`config.mk`:
```
export PLATFORM = sky130hd
export DESIGN_NAME = uart_rx_ctrl
export DESIGN_NICKNAME = d
export VERILOG_FILES = /design/src/rtl/uart_pkg.sv /design/src/rtl/uart_rx_sampler.sv /design/src/rtl/uart_rx_ctrl.sv
export SDC_FILE = /design/constraint.sdc
export NUM_CORES = 1
export LEC_CHECK = 0
export ABC_CLOCK_PERIOD_IN_PS = 3190
export BUFFER_PORTS_ARGS = -buffer_cell sky130_fd_sc_hd__clkbuf_2
export CAP_MARGIN = 10
export CORE_MARGIN = 4
export CORE_UTILIZATION = 45
export DETAILED_ROUTE_END_ITERATION = 6
export PLACE_DENSITY = 0.65
export SETUP_SLACK_MARGIN = 0.5
export SYNTH_ARGS = -nofsm -noshare
export SYNTH_HDL_FRONTEND = slang
export SYNTH_SLANG_ARGS = --single-unit
```
`constraint.sdc`:
```
create_clock -name CLK -period 3.19 [get_ports CLK]
set_clock_uncertainty 0.2 [all_clocks]
set_input_delay 0.4785 -clock CLK [delete_from_list [all_inputs] [get_ports CLK]]
set_output_delay 0.4785 -clock CLK [all_outputs]
set_load 0.02 [all_outputs]
```
`src/rtl/uart_pkg.sv`:
```
// uart_pkg
//  Shared definitions for the UART receive and transmit paths.
//  - UART_DATA_WIDTH : default payload width of a frame
//  - PAR_EVEN/PAR_ODD: Parity_Type encodings (shared with the transmitter)
//  - rx_state_e      : receive FSM state encoding
//  - majority3       : 2-of-3 vote used by the bit sampler
package uart_pkg;

  localparam int UART_DATA_WIDTH = 8;

  localparam logic PAR_EVEN = 1'b0;
  localparam logic PAR_ODD  = 1'b1;

  typedef enum logic [2:0] {
    RX_IDLE   = 3'd0,
    RX_START  = 3'd1,
    RX_DATA   = 3'd2,
    RX_PARITY = 3'd3,
    RX_STOP   = 3'd4
  } rx_state_e;

  function automatic logic majority3(input logic [2:0] v);
    return (v[0] & v[1]) | (v[0] & v[2]) | (v[1] & v[2]);
  endfunction

endpackage

```
`src/rtl/uart_rx_sampler.sv`:
```
// uart_rx_sampler
//  Bit-period timing and centre sampling for the UART receiver.
//  Ports:
//    CLK, RST      clock, asynchronous active-low reset
//    run           high while a frame is in progress; edge_cnt is held at 0 otherwise
//    rx_in         synchronised serial line
//    prescale      oversampling ratio latched by the FSM at frame start
//    sampled_bit   2-of-3 majority of the three centre taps
//    sample_valid  one-cycle strobe once all three taps of this bit are captured
//    end_of_bit    high on the last cycle of the bit period (edge_cnt = P-1)
module uart_rx_sampler
  import uart_pkg::*;
#(
  parameter int PRESCALE_W = 6
) (
  input  logic                  CLK,
  input  logic                  RST,
  input  logic                  run,
  input  logic                  rx_in,
  input  logic [PRESCALE_W-1:0] prescale,
  output logic                  sampled_bit,
  output logic                  sample_valid,
  output logic                  end_of_bit
);

  localparam logic [PRESCALE_W-1:0] ONE = PRESCALE_W'(1);
  localparam logic [PRESCALE_W-1:0] TWO = PRESCALE_W'(2);

  logic [PRESCALE_W-1:0] edge_cnt;
  logic [PRESCALE_W-1:0] half;
  logic [PRESCALE_W-1:0] last_edge;
  logic [2:0]            taps;

  assign half      = prescale >> 1;
  assign last_edge = prescale - ONE;

  // ">=" rather than "==" so an illegal prescale can never strand the counter
  // past its wrap point; prescale = 0 simply gives a 2^PRESCALE_W-cycle bit.
  assign end_of_bit   = run && (edge_cnt >= last_edge);
  assign sample_valid = run && (edge_cnt == half + TWO);
  assign sampled_bit  = majority3(taps);

  always_ff @(posedge CLK or negedge RST) begin
    if (!RST) begin
      edge_cnt <= '0;
    end else if (!run || end_of_bit) begin
      edge_cnt <= '0;
    end else begin
      edge_cnt <= edge_cnt + ONE;
    end
  end

  // Three taps straddling the bit centre: P/2-1, P/2, P/2+1.
  always_ff @(posedge CLK or negedge RST) begin
    if (!RST) begin
      taps <= '0;
    end else if (run) begin
      if (edge_cnt == half - ONE) taps[0] <= rx_in;
      if (edge_cnt == half)       taps[1] <= rx_in;
      if (edge_cnt == half + ONE) taps[2] <= rx_in;
    end
  end

endmodule

```
`src/rtl/uart_rx_ctrl.sv`:
```
// uart_rx_ctrl
//  UART receive engine: start-bit detection, LSB-first deserialisation,
//  optional parity check, stop-bit check and a one-cycle Data_Valid strobe.
//  Ports:
//    CLK, RST       clock (Prescale x baud), asynchronous active-low reset
//    RX_IN          synchronised serial line, idles high
//    Prescale       oversampling ratio (8/16/32), latched at start detection
//    Parity_Enable  frame carries a parity bit after the data
//    Parity_Type    PAR_EVEN / PAR_ODD
//    P_DATA         last error-free byte
//    Data_Valid     one-cycle pulse when P_DATA is updated
//    Parity_Error   parity mismatch in the last frame
//    Stop_Error     stop bit sampled low in the last frame
module uart_rx_ctrl
  import uart_pkg::*;
#(
  parameter int DATA_WIDTH = UART_DATA_WIDTH,
  parameter int PRESCALE_W = 6
) (
  input  logic                  CLK,
  input  logic                  RST,
  input  logic                  RX_IN,
  input  logic [PRESCALE_W-1:0] Prescale,
  input  logic                  Parity_Enable,
  input  logic                  Parity_Type,
  output logic [DATA_WIDTH-1:0] P_DATA,
  output logic                  Data_Valid,
  output logic                  Parity_Error,
  output logic                  Stop_Error
);

  localparam int BCW = (DATA_WIDTH > 1) ? $clog2(DATA_WIDTH) : 1;
  localparam logic [BCW-1:0] LAST_BIT = BCW'(DATA_WIDTH - 1);

  rx_state_e state, next_state;

  logic [PRESCALE_W-1:0] prescale_q;
  logic                  pe_q;
  logic                  pt_q;
  logic [BCW-1:0]        bit_cnt;
  logic [DATA_WIDTH-1:0] shift_reg;
  logic                  bit_q;
  logic                  par_flag;
  logic                  expected_par;

  logic sampled_bit;
  logic sample_valid;
  logic end_of_bit;

  logic load_cfg;
  logic shift_en;
  logic par_check;
  logic frame_end;

  uart_rx_sampler #(
    .PRESCALE_W (PRESCALE_W)
  ) u_sampler (
    .CLK          (CLK),
    .RST          (RST),
    .run          (state != RX_IDLE),
    .rx_in        (RX_IN),
    .prescale     (prescale_q),
    .sampled_bit  (sampled_bit),
    .sample_valid (sample_valid),
    .end_of_bit   (end_of_bit)
  );

  assign expected_par = (pt_q == PAR_ODD) ? ~^shift_reg : ^shift_reg;

  always_ff @(posedge CLK or negedge RST) begin
    if (!RST) state <= RX_IDLE;
    else      state <= next_state;
  end

  // Every decision after IDLE waits for the end of the bit period, by which
  // time bit_q holds the voted value of the current bit.
  always_comb begin
    next_state = state;
    load_cfg   = 1'b0;
    shift_en   = 1'b0;
    par_check  = 1'b0;
    frame_end  = 1'b0;
    unique case (state)
      RX_IDLE: begin
        if (!RX_IN) begin
          next_state = RX_START;
          load_cfg   = 1'b1;
        end
      end
      RX_START: begin
        if (end_of_bit) next_state = bit_q ? RX_IDLE : RX_DATA;
      end
      RX_DATA: begin
        if (end_of_bit) begin
          shift_en = 1'b1;
          if (bit_cnt == LAST_BIT) next_state = pe_q ? RX_PARITY : RX_STOP;
        end
      end
      RX_PARITY: begin
        if (end_of_bit) begin
          par_check  = 1'b1;
          next_state = RX_STOP;
        end
      end
      RX_STOP: begin
        if (end_of_bit) begin
          frame_end  = 1'b1;
          next_state = RX_IDLE;
        end
      end
      default: next_state = RX_IDLE;
    endcase
  end

  // Voted bit value, held from the valid strobe to the end of the bit.
  always_ff @(posedge CLK or negedge RST) begin
    if (!RST)              bit_q <= 1'b1;
    else if (sample_valid) bit_q <= sampled_bit;
  end

  // Frame configuration is frozen at start detection so mid-frame changes
  // on the control inputs cannot corrupt a frame in flight.
  always_ff @(posedge CLK or negedge RST) begin
    if (!RST) begin
      prescale_q <= '0;
      pe_q       <= 1'b0;
      pt_q       <= PAR_EVEN;
    end else if (load_cfg) begin
      prescale_q <= Prescale;
      pe_q       <= Parity_Enable;
      pt_q       <= Parity_Type;
    end
  end

  always_ff @(posedge CLK or negedge RST) begin
    if (!RST) begin
      bit_cnt   <= '0;
      shift_reg <= '0;
    end else if (load_cfg) begin
      bit_cnt   <= '0;
    end else if (shift_en) begin
      bit_cnt   <= bit_cnt + BCW'(1);
      shift_reg <= {bit_q, shift_reg[DATA_WIDTH-1:1]};
    end
  end

  always_ff @(posedge CLK or negedge RST) begin
    if (!RST)           par_flag <= 1'b0;
    else if (load_cfg)  par_flag <= 1'b0;
    else if (par_check) par_flag <= (bit_q != expected_par);
  end

  // Errors are cleared when a new start is detected and updated together at
  // the end of the stop bit; P_DATA only moves for a clean frame.
  always_ff @(posedge CLK or negedge RST) begin
    if (!RST) begin
      P_DATA       <= '0;
      Data_Valid   <= 1'b0;
      Parity_Error <= 1'b0;
      Stop_Error   <= 1'b0;
    end else begin
      Data_Valid <= 1'b0;
      if (load_cfg) begin
        Parity_Error <= 1'b0;
        Stop_Error   <= 1'b0;
      end else if (frame_end) begin
        Parity_Error <= par_flag;
        Stop_Error   <= ~bit_q;
        if (!par_flag && bit_q) begin
          P_DATA     <= shift_reg;
          Data_Valid <= 1'b1;
        end
      end
    end
  end

endmodule
```
; ---- After elaboration in Yosys (flattened, before gate mapping)
; Cells that the tools add are included.
[word_totals]
output_inout_bits = 11
regBits = 44
wordCells = 93
inputBits = 11
[op_classes]
reduce_logical = 19
n_lt_le_gt_ge = 1
bitwise = 7
muxes = 28
add_sub_neg = 6
eq_ne = 16
[ops]
columns = cell, count
row1 = two-way mux 3 bit, 9
row2 = == test 6 bit, 3
row3 = two-way mux 1 bit, 16
row4 = case mux 3 bit (5 select lines), 1
row5 = "!= test 2 x 1 -> 1 bit, second input constant", 4
row6 = AND reduction 2 bit, 4
row7 = XNOR reduction 8 bit, 1
row8 = XOR reduction 8 bit, 1
row9 = "adder 5 x 1 -> 6 bit, second input constant", 1
row10 = "adder 5 x 2 -> 6 bit, second input constant", 1
row11 = "adder 6 x 1 -> 6 bit, second input constant", 1
row12 = "== test 3 x 2 -> 1 bit, second input constant", 2
row13 = "== test 3 bit, second input constant", 2
row14 = == test 6 x 5 -> 1 bit, 1
row15 = greater-or-equal comparator 6 bit, 1
row16 = two-way mux 6 bit, 1
row17 = AND reduction 6 bit, 1
row18 = nonzero test 2 bit, 3
row19 = "subtractor 5 x 1 -> 6 bit, second input constant", 1
row20 = "subtractor 6 x 1 -> 6 bit, second input constant", 1
row21 = "!= test 2 bit, second input constant", 2
row22 = "adder 3 x 1 -> 3 bit, second input constant", 1
row23 = AND 1 bit, 3
row24 = "== test 3 x 1 -> 1 bit, second input constant", 1
row25 = other kinds (10), 15

; ---- Depth between registers and ports, before layout
; Gate-level depths: netlist of run 1.
[logic_depth]
ltp_word = 7
mapped_depth = 13
mapped_depth_nobuf = 12

; ---- Hierarchy
; Synthesis of run 1 repeated with hierarchy kept, for this count alone.
[hier_totals]
cells_unflattened = 234
area_unflattened_um2 = 2662.6
[by_module_without_submodules]
columns = mod, cells_each, instances, seq_area_each_um2, area_each_um2
row1 = uart_rx_ctrl, 107, 1, 877.1, 1555.2
row2 = uart_rx_sampler, 127, 1, 225.2, 1107.3

; ---- Worst setup path before layout of run 1
; OpenSTA, ideal clock, no wires.
[synth_path]
path_kind = register to register
from = register prescale_q[2]
to = register P_DATA[0]
arrival_ns = 2.681
t_required_ns = 2.865
setup_time_ns = 0.125
stages_incl_launch_ff = 14
slack_ns = 0.183
n_path_buf = 1
period_less_slack_ns = 3.007
path_cell_list = dfrtp_1 inv_1 ha_1 nand2_1 nand2_1 nor3_1 xnor2_1 ha_1 nand2_1 o21ai_4 a21oi_2 or4b_4 buf_6 mux2_4
[synth_between]
elab_chain_len = 6
[synth_lines]
columns = item, line_no
row1 = start: declaration, uart_rx_ctrl.sv:37  ; logic [PRESCALE_W-1:0] prescale_q;
row2 = start signal: assignment, uart_rx_ctrl.sv:129  ; prescale_q <= Prescale;
row3 = subtractor 6 x 1 -> 6 bit, uart_rx_sampler.sv:35  ; assign last_edge = prescale - ONE;
row4 = greater-or-equal comparator 6 bit, uart_rx_sampler.sv:39  ; assign end_of_bit = run && (edge_cnt >= last_edge);
row5 = logical AND 1 bit, uart_rx_sampler.sv:39
row6 = two-way mux 1 bit, uart_rx_ctrl.sv:106  ; if (end_of_bit) begin
row7 = two-way mux 1 bit, uart_rx_ctrl.sv:83  ; unique case (state)
row8 = AND reduction 3 bit (no line), --
row9 = end signal: assignment, uart_rx_ctrl.sv:170  ; P_DATA <= shift_reg;
row10 = end: declaration, uart_rx_ctrl.sv:26  ; output logic [DATA_WIDTH-1:0] P_DATA,
; Every way passes these cells.
; A chain may end at the register's enable or synchronous reset.

; ---- Final worst setup path of run 1
[layout_path]
from = register prescale_q[2]
to = register P_DATA[5]
; Same word-level chain as after synthesis.

==> results of run 1 <==
==> synth_stat cells, types with 3 or more instances <==
library cell | instances | area [sq um]
inv_1 | 9 | 33.8
nand3_1 | 7 | 35.0
xnor2_1 | 17 | 149
mux2_2 | 15 | 169
nor2b_1 | 5 | 31.3
ha_1 | 15 | 188
nand2_1 | 20 | 75.1
xor2_1 | 8 | 70.1
mux2_4 | 9 | 135
nor3_1 | 4 | 20.0
nand4_1 | 3 | 18.8
a21oi_1 | 8 | 40.0
nor2_1 | 14 | 52.6
buf_2 | 5 | 25.0
o21ai_0 | 11 | 55.1
dfrtp_1 | 43 | 1080
==> where the power goes <==
group          internal (mW)  leakage [nW]  switching, mW
combinational          0.753         0.851          0.829
sequential             0.700         0.580          0.199
clock                  0.256        0.0614          0.198
total                   1.71          1.49           1.23
==> final cells by class <==
cell class                 count  area, sq um
multi-input combinational    176         1480
fill                         504         2450
clock inverter                 2         38.8
sequential                    44         1100
clock buffer                   6         82.6
timing repair buffer          40          254
tap                           72         90.1
inverter                       9         38.8
==> layer usage <==
metal | share of wire (%) | wire (microns)
met4 | 0.84 | 47
met5 | 0 | 0
met1 | 46 | 2590
met3 | 3.7 | 208
met2 | 49 | 2780
==> critical path: stages, from the launching register on <==
cell and delay, ns:
dfrtp_2 0.43, inv_4 0.10, ha_4 0.16, nand2_4 0.06
buf_4 0.13, xnor2_1 0.13, ha_1 0.33, a21oi_2 0.08
o21ai_4 0.20, a21oi_4 0.06, or4b_4 0.56, mux2_4 0.33
==> placed cells by master, fill, tap and decap left out, types with 2 or more instances in the layout <==
cell type / netlist / final
buf_4: 0 / 17
xnor2_1: 17 / 17
or4b_4: 1 / 2
clkbuf_2: 1 / 21
nand3_1: 7 / 7
mux2_4: 9 / 9
o21ai_0: 11 / 11
ha_1: 15 / 13
nor3_1: 4 / 3
a21oi_1: 8 / 6
inv_1: 9 / 6
dfrtp_1: 43 / 41
a21oi_2: 1 / 2
nand2_1: 20 / 17
a21o_1: 2 / 2
or3_1: 2 / 2
nor2_1: 14 / 14
a31oi_1: 2 / 2
inv_4: 0 / 2
o211ai_1: 2 / 2
clkbuf_8: 0 / 6
dfrtp_2: 0 / 2
mux2_2: 15 / 15
nor2b_1: 5 / 5
nand4_1: 3 / 3
xor2_1: 8 / 8
nand2_4: 0 / 2
ha_4: 0 / 2
==> cell families after synthesis <==
| logic type | Yosys count | synth area share, % |
|---|---|---|
| XOR/XNOR | 27 | 9.94 |
| multiplexers | 26 | 12.5 |
| AO/OA/AOI/OAI | 38 | 10.3 |
| flip-flops | 44 | 42.5 |
| buffers and inverters | 19 | 3.62 |
| adder cells (fa/ha/maj) | 16 | 7.62 |
| AND/OR/NAND/NOR | 68 | 13.5 |
==> stage by stage <==
step / hold WS (ns) / cell area (sq um) / utilization (%)
global placement: 0.272 / 2830 / 51.1
detailed placement: 0.287 / 2830 / 51.1
CTS: 0.179 / 3050 / 55.1
floorplan: -0.0171 / 2620 / -
global route: 0.202 / 3090 / 55.8
finish: 0.185 / 3090 / 55.8
==> path summary, 6_finish.rpt <==
check / cells past startpoint / to / slack, ns / startpoint
max: 11 / P_DATA[5] / 0.32 / prescale_q[2]
min: 3 / pe_q / 0.18 / Parity_Enable
max reg2reg: 11 / P_DATA[5] / 0.32 / prescale_q[2]
min reg2reg: 1 / bit_cnt[0] / 0.30 / bit_cnt[0]
max in group asynchronous: 3 / bit_q / 1.59 / RST
min in group asynchronous: 2 / pe_q / 0.51 / RST
==> repair_timing <==
item / 4_1_cts / 5_1_grt
gates resized for setup: 8 / 6
pin swaps: 7 / 7
cloned: 1 / 0
endpoints found under the hold margin: 19 / 0
setup buffers: 6 / 2
hold buffers: 1 / 0
endpoints found under the setup margin: 22 / 30
==> flow_summary.ini, run 1 <==
[status]
outcome = finished clean

[power]
power_density_mw_per_mm2 = 949
vdd.ir_drop.worst_uv = 392
p_leak_nw = 1.49
power_mw = 2.94

[finish]
final_cells = 349
n_antenna_cell = 0
nNetsFinal = 302
drive_gt1_share_pct = 35.0
area_growth_pct = 19.2

[drt]
drt-pass1-iter-count = 4
vias_per_cell = 5.25
wire_per_inst_microns = 16.1
drt.antenna.violating_nets = 0
routed_wl_mm = 5.62
drcViolationCount = 0
drt_iter0_markers = 88
via_count = 1831

[sta]
fin_setup_tns_ns = 0
layout_min_cycle_time_ns = 2.87
fmax_ghz = 0.348
worst_slack_ns = 0.317
max_slew.worst_pin.slew_ns = 0.580
rsz0062_at_grt = yes
slew_headroom_pct = 61.3
setup_viol = 0
drv_slew = 0
period_share_pct = 90.1
hold_viol_final = 0

[global_route]
grt_pass1_wl_mm = 9.52
met2_usage_pct = 28.7
antenna_found_initial = 0
grtUsageMet3_pct = 3.06
global_route.peak_usage_layer = met2
gr-usage-met1_pct = 22.1
grt-ovfl-total = 0
grt_pass1_vias = 1926
grt_max_degree = 22
grtUsageTotal_pct = 17.0

[placed_design]
dp_cells = 331
dpl_worst_slack_ns = 0.150
place_congestion = 0.865
dp_hpwl_mm = 3.99
io_buffer_count = 21

[cts]
cts_tree = done
cts_root_buffer = clkbuf_8
h-tree-depth = 2
clk_pin_slew_ns = 0.09
cts.sinks = 44
cts_inserted_buffers = 5
clockBufferDepth = 2
insertion_delay_ns = 0.30

[synth]
synth_edf_count = 0
syn_inst = 238
synth_nets = 264
async_flop_share_pct = 100
synth_ff_type = dfrtp_1
synth_cell_types = 54
synth_area_sq_mm = 0.00259
synth.avg_cell_area_sq_um = 10.9
ys_seq_elements = 44
ys.warnings.count = 0
yosysSeqAreaShare_pct = 42.5

[die]
core-area_sq_mm = 0.00554
row_count = 27
io_pins = 22
die_area_sq_mm = 0.00704
die_x_microns = 83.9
fp.dieH_microns = 83.9
start_util_pct = 46.8

[setup_path]
worstPathArrival_ns = 2.86
cp_max_fo = 5
worstSetupPathType = reg -> reg
critPathRequiredTime_ns = 3.18
end_kind = register
crit_path_start_kind = register

[run]
cap_violations = 0

[worst_hold_path]
holdCritPathClass = in -> reg
Power figures use the tool's default switching activity.
==> run 2: changes to the inputs <==
Settings changed: ABC_CLOCK_PERIOD_IN_PS 3190 to 3100, PLACE_DENSITY 0.65 to default.
Clock period 3.19 ns to 3.1 ns, I/O delays scaled along.
==> flow_summary.ini, run 2 (same netlist as run 1, synthesis figures left out) <==
[sta]
rsz0062_at_grt = yes
period_share_pct = 94.0
slew_headroom_pct = 67.8
worst_slack_ns = 0.187
hold_viol_final = 0
fmax_ghz = 0.343
drv_slew = 0
setup_viol = 0
fin_setup_tns_ns = 0
layout_min_cycle_time_ns = 2.91
max_slew.worst_pin.slew_ns = 0.483

[power]
netSwitchingFraction_pct = 41.6
power_density_mw_per_mm2 = 978
p_seq_share_pct = 30.2
p_int_mw = 1.77
p_leak_nw = 1.50
vdd.ir_drop.worst_uv = 380
clockPowerShare_pct = 15.5
switching_power_mw = 1.26
p_comb_share_pct = 54.3

[setup_path]
worstSetupPathType = reg -> reg
cp_max_fo = 5
critPathRequiredTime_ns = 3.08
end_kind = register
crit_path_start_kind = register
worstPathArrival_ns = 2.90

[global_route]
grtUsageMet3_pct = 3.75
global_route.peak_usage_layer = met2
grtUsageTotal_pct = 16.7
met2_usage_pct = 28.3
grt_pass1_vias = 1897
grt_max_degree = 27
antenna_found_initial = 0
grt-ovfl-total = 0
grt_pass1_wl_mm = 9.38
gr-usage-met1_pct = 22.0

[finish]
fillCellCount = 503
nNetsFinal = 302
multi_input_area_sq_mm = 0.00149
seq_area_sq_mm = 0.00110
final_common_cell = dfrtp_1
n_antenna_cell = 0
drive_gt1_share_pct = 36.1
area_growth_pct = 19.6
most-common-layout-cells = 42 x dfrtp_1, 21 x clkbuf_2, 17 x nand2_1

[die]
die_x_microns = 83.9
start_util_pct = 46.8
core-area_sq_mm = 0.00554
io_pins = 22
row_count = 27
die_area_sq_mm = 0.00704
fp.dieH_microns = 83.9

[placed_design]
io_buffer_count = 21
dp_hpwl_mm = 4.11
dpl_worst_slack_ns = 0.178
place_congestion = 0.838

[status]
outcome = finished clean

[drt]
wire_per_inst_microns = 16.4
drt_iter0_markers = 49
drt-pass1-iter-count = 4
via_count = 1843
drt.antenna.violating_nets = 0
drcViolationCount = 0
vias_per_cell = 5.28
routed_wl_mm = 5.74

[cts]
h-tree-depth = 2
insertion_delay_ns = 0.29
cts_inserted_buffers = 5
clk_pin_slew_ns = 0.09
clockBufferDepth = 2
cts_tree = done
cts_root_buffer = clkbuf_8
cts.sinks = 44

[worst_hold_path]
holdCritPathClass = in -> reg

[run]
cap_violations = 0
==> run 2: per-stage QoR <==
step	hold WS (ns)	cell area, sq um	power [mW]	util, %	cells
2_1_floorplan	-0.0306	2620	2.02	-	238
3_3_place_gp	0.251	2840	2.36	51.2	332
3_5_place_dp	0.247	2840	2.38	51.2	332
4_1_cts	0.167	3050	2.96	55.0	347
5_1_grt	0.179	3100	3.25	56.0	349
6_report	0.172	3100	3.04	56.0	349
==> run 2: critical path, cell delays in order (launching register included) <==
cell	delay, ns
dfrtp_2	0.39
inv_4	0.06
ha_4	0.15
nand2_2	0.08
nand2_4	0.06
buf_6	0.11
xnor2_2	0.12
ha_1	0.32
a21oi_2	0.08
o21ai_4	0.21
a21oi_4	0.07
or4b_4	0.61
mux2_4	0.33
==> run 2: timing repair <==
item	in CTS	in global routing
setup endpoints to repair	22	30
gates resized for setup	5	10
buffers inserted	5	2
cloned	1	0
hold buffers	1	0
pin swaps	8	7
hold endpoints to repair	18	0
==> run 2: area by class of cell <==
cell class	instances	share of cell area, %
multi-input cells	176	48.1
flip-flops and latches	44	35.6
repair buffers	40	8.31
well taps	72	2.90
clock buffers	6	2.66
clock inverters	2	1.25
inverters	9	1.17
==> run 2: path summary, 6_finish.rpt <==
path | start | end | slack (ns) | cells after the start
setup / recovery | prescale_q[2] | P_DATA[1] | 0.19 | 12
min in group asynchronous | RST | prescale_q[0] | 0.45 | 2
setup reg to reg | prescale_q[2] | P_DATA[1] | 0.19 | 12
hold / removal | Parity_Enable | pe_q | 0.17 | 3
max in group asynchronous | RST | bit_q | 1.49 | 3
hold reg to reg | bit_cnt[0] | bit_cnt[0] | 0.28 | 1
==> run 2: routing by layer <==
layer  routed length (microns)  part of all wire, %
met5                         0                    0
met2                      2870                   50
met1                      2710                   47
met3                       126                  2.2
met4                        29                 0.51
==> run 2: power by group through the flow <==
stage	combinational, mW	sequential, mW	clock, mW
after CTS	1.56	0.915	0.480
final	1.65	0.918	0.470
after floorplan	1.19	0.829	0
after detailed placement	1.46	0.916	0
after global routing	1.80	0.947	0.506
after global placement	1.45	0.916	0
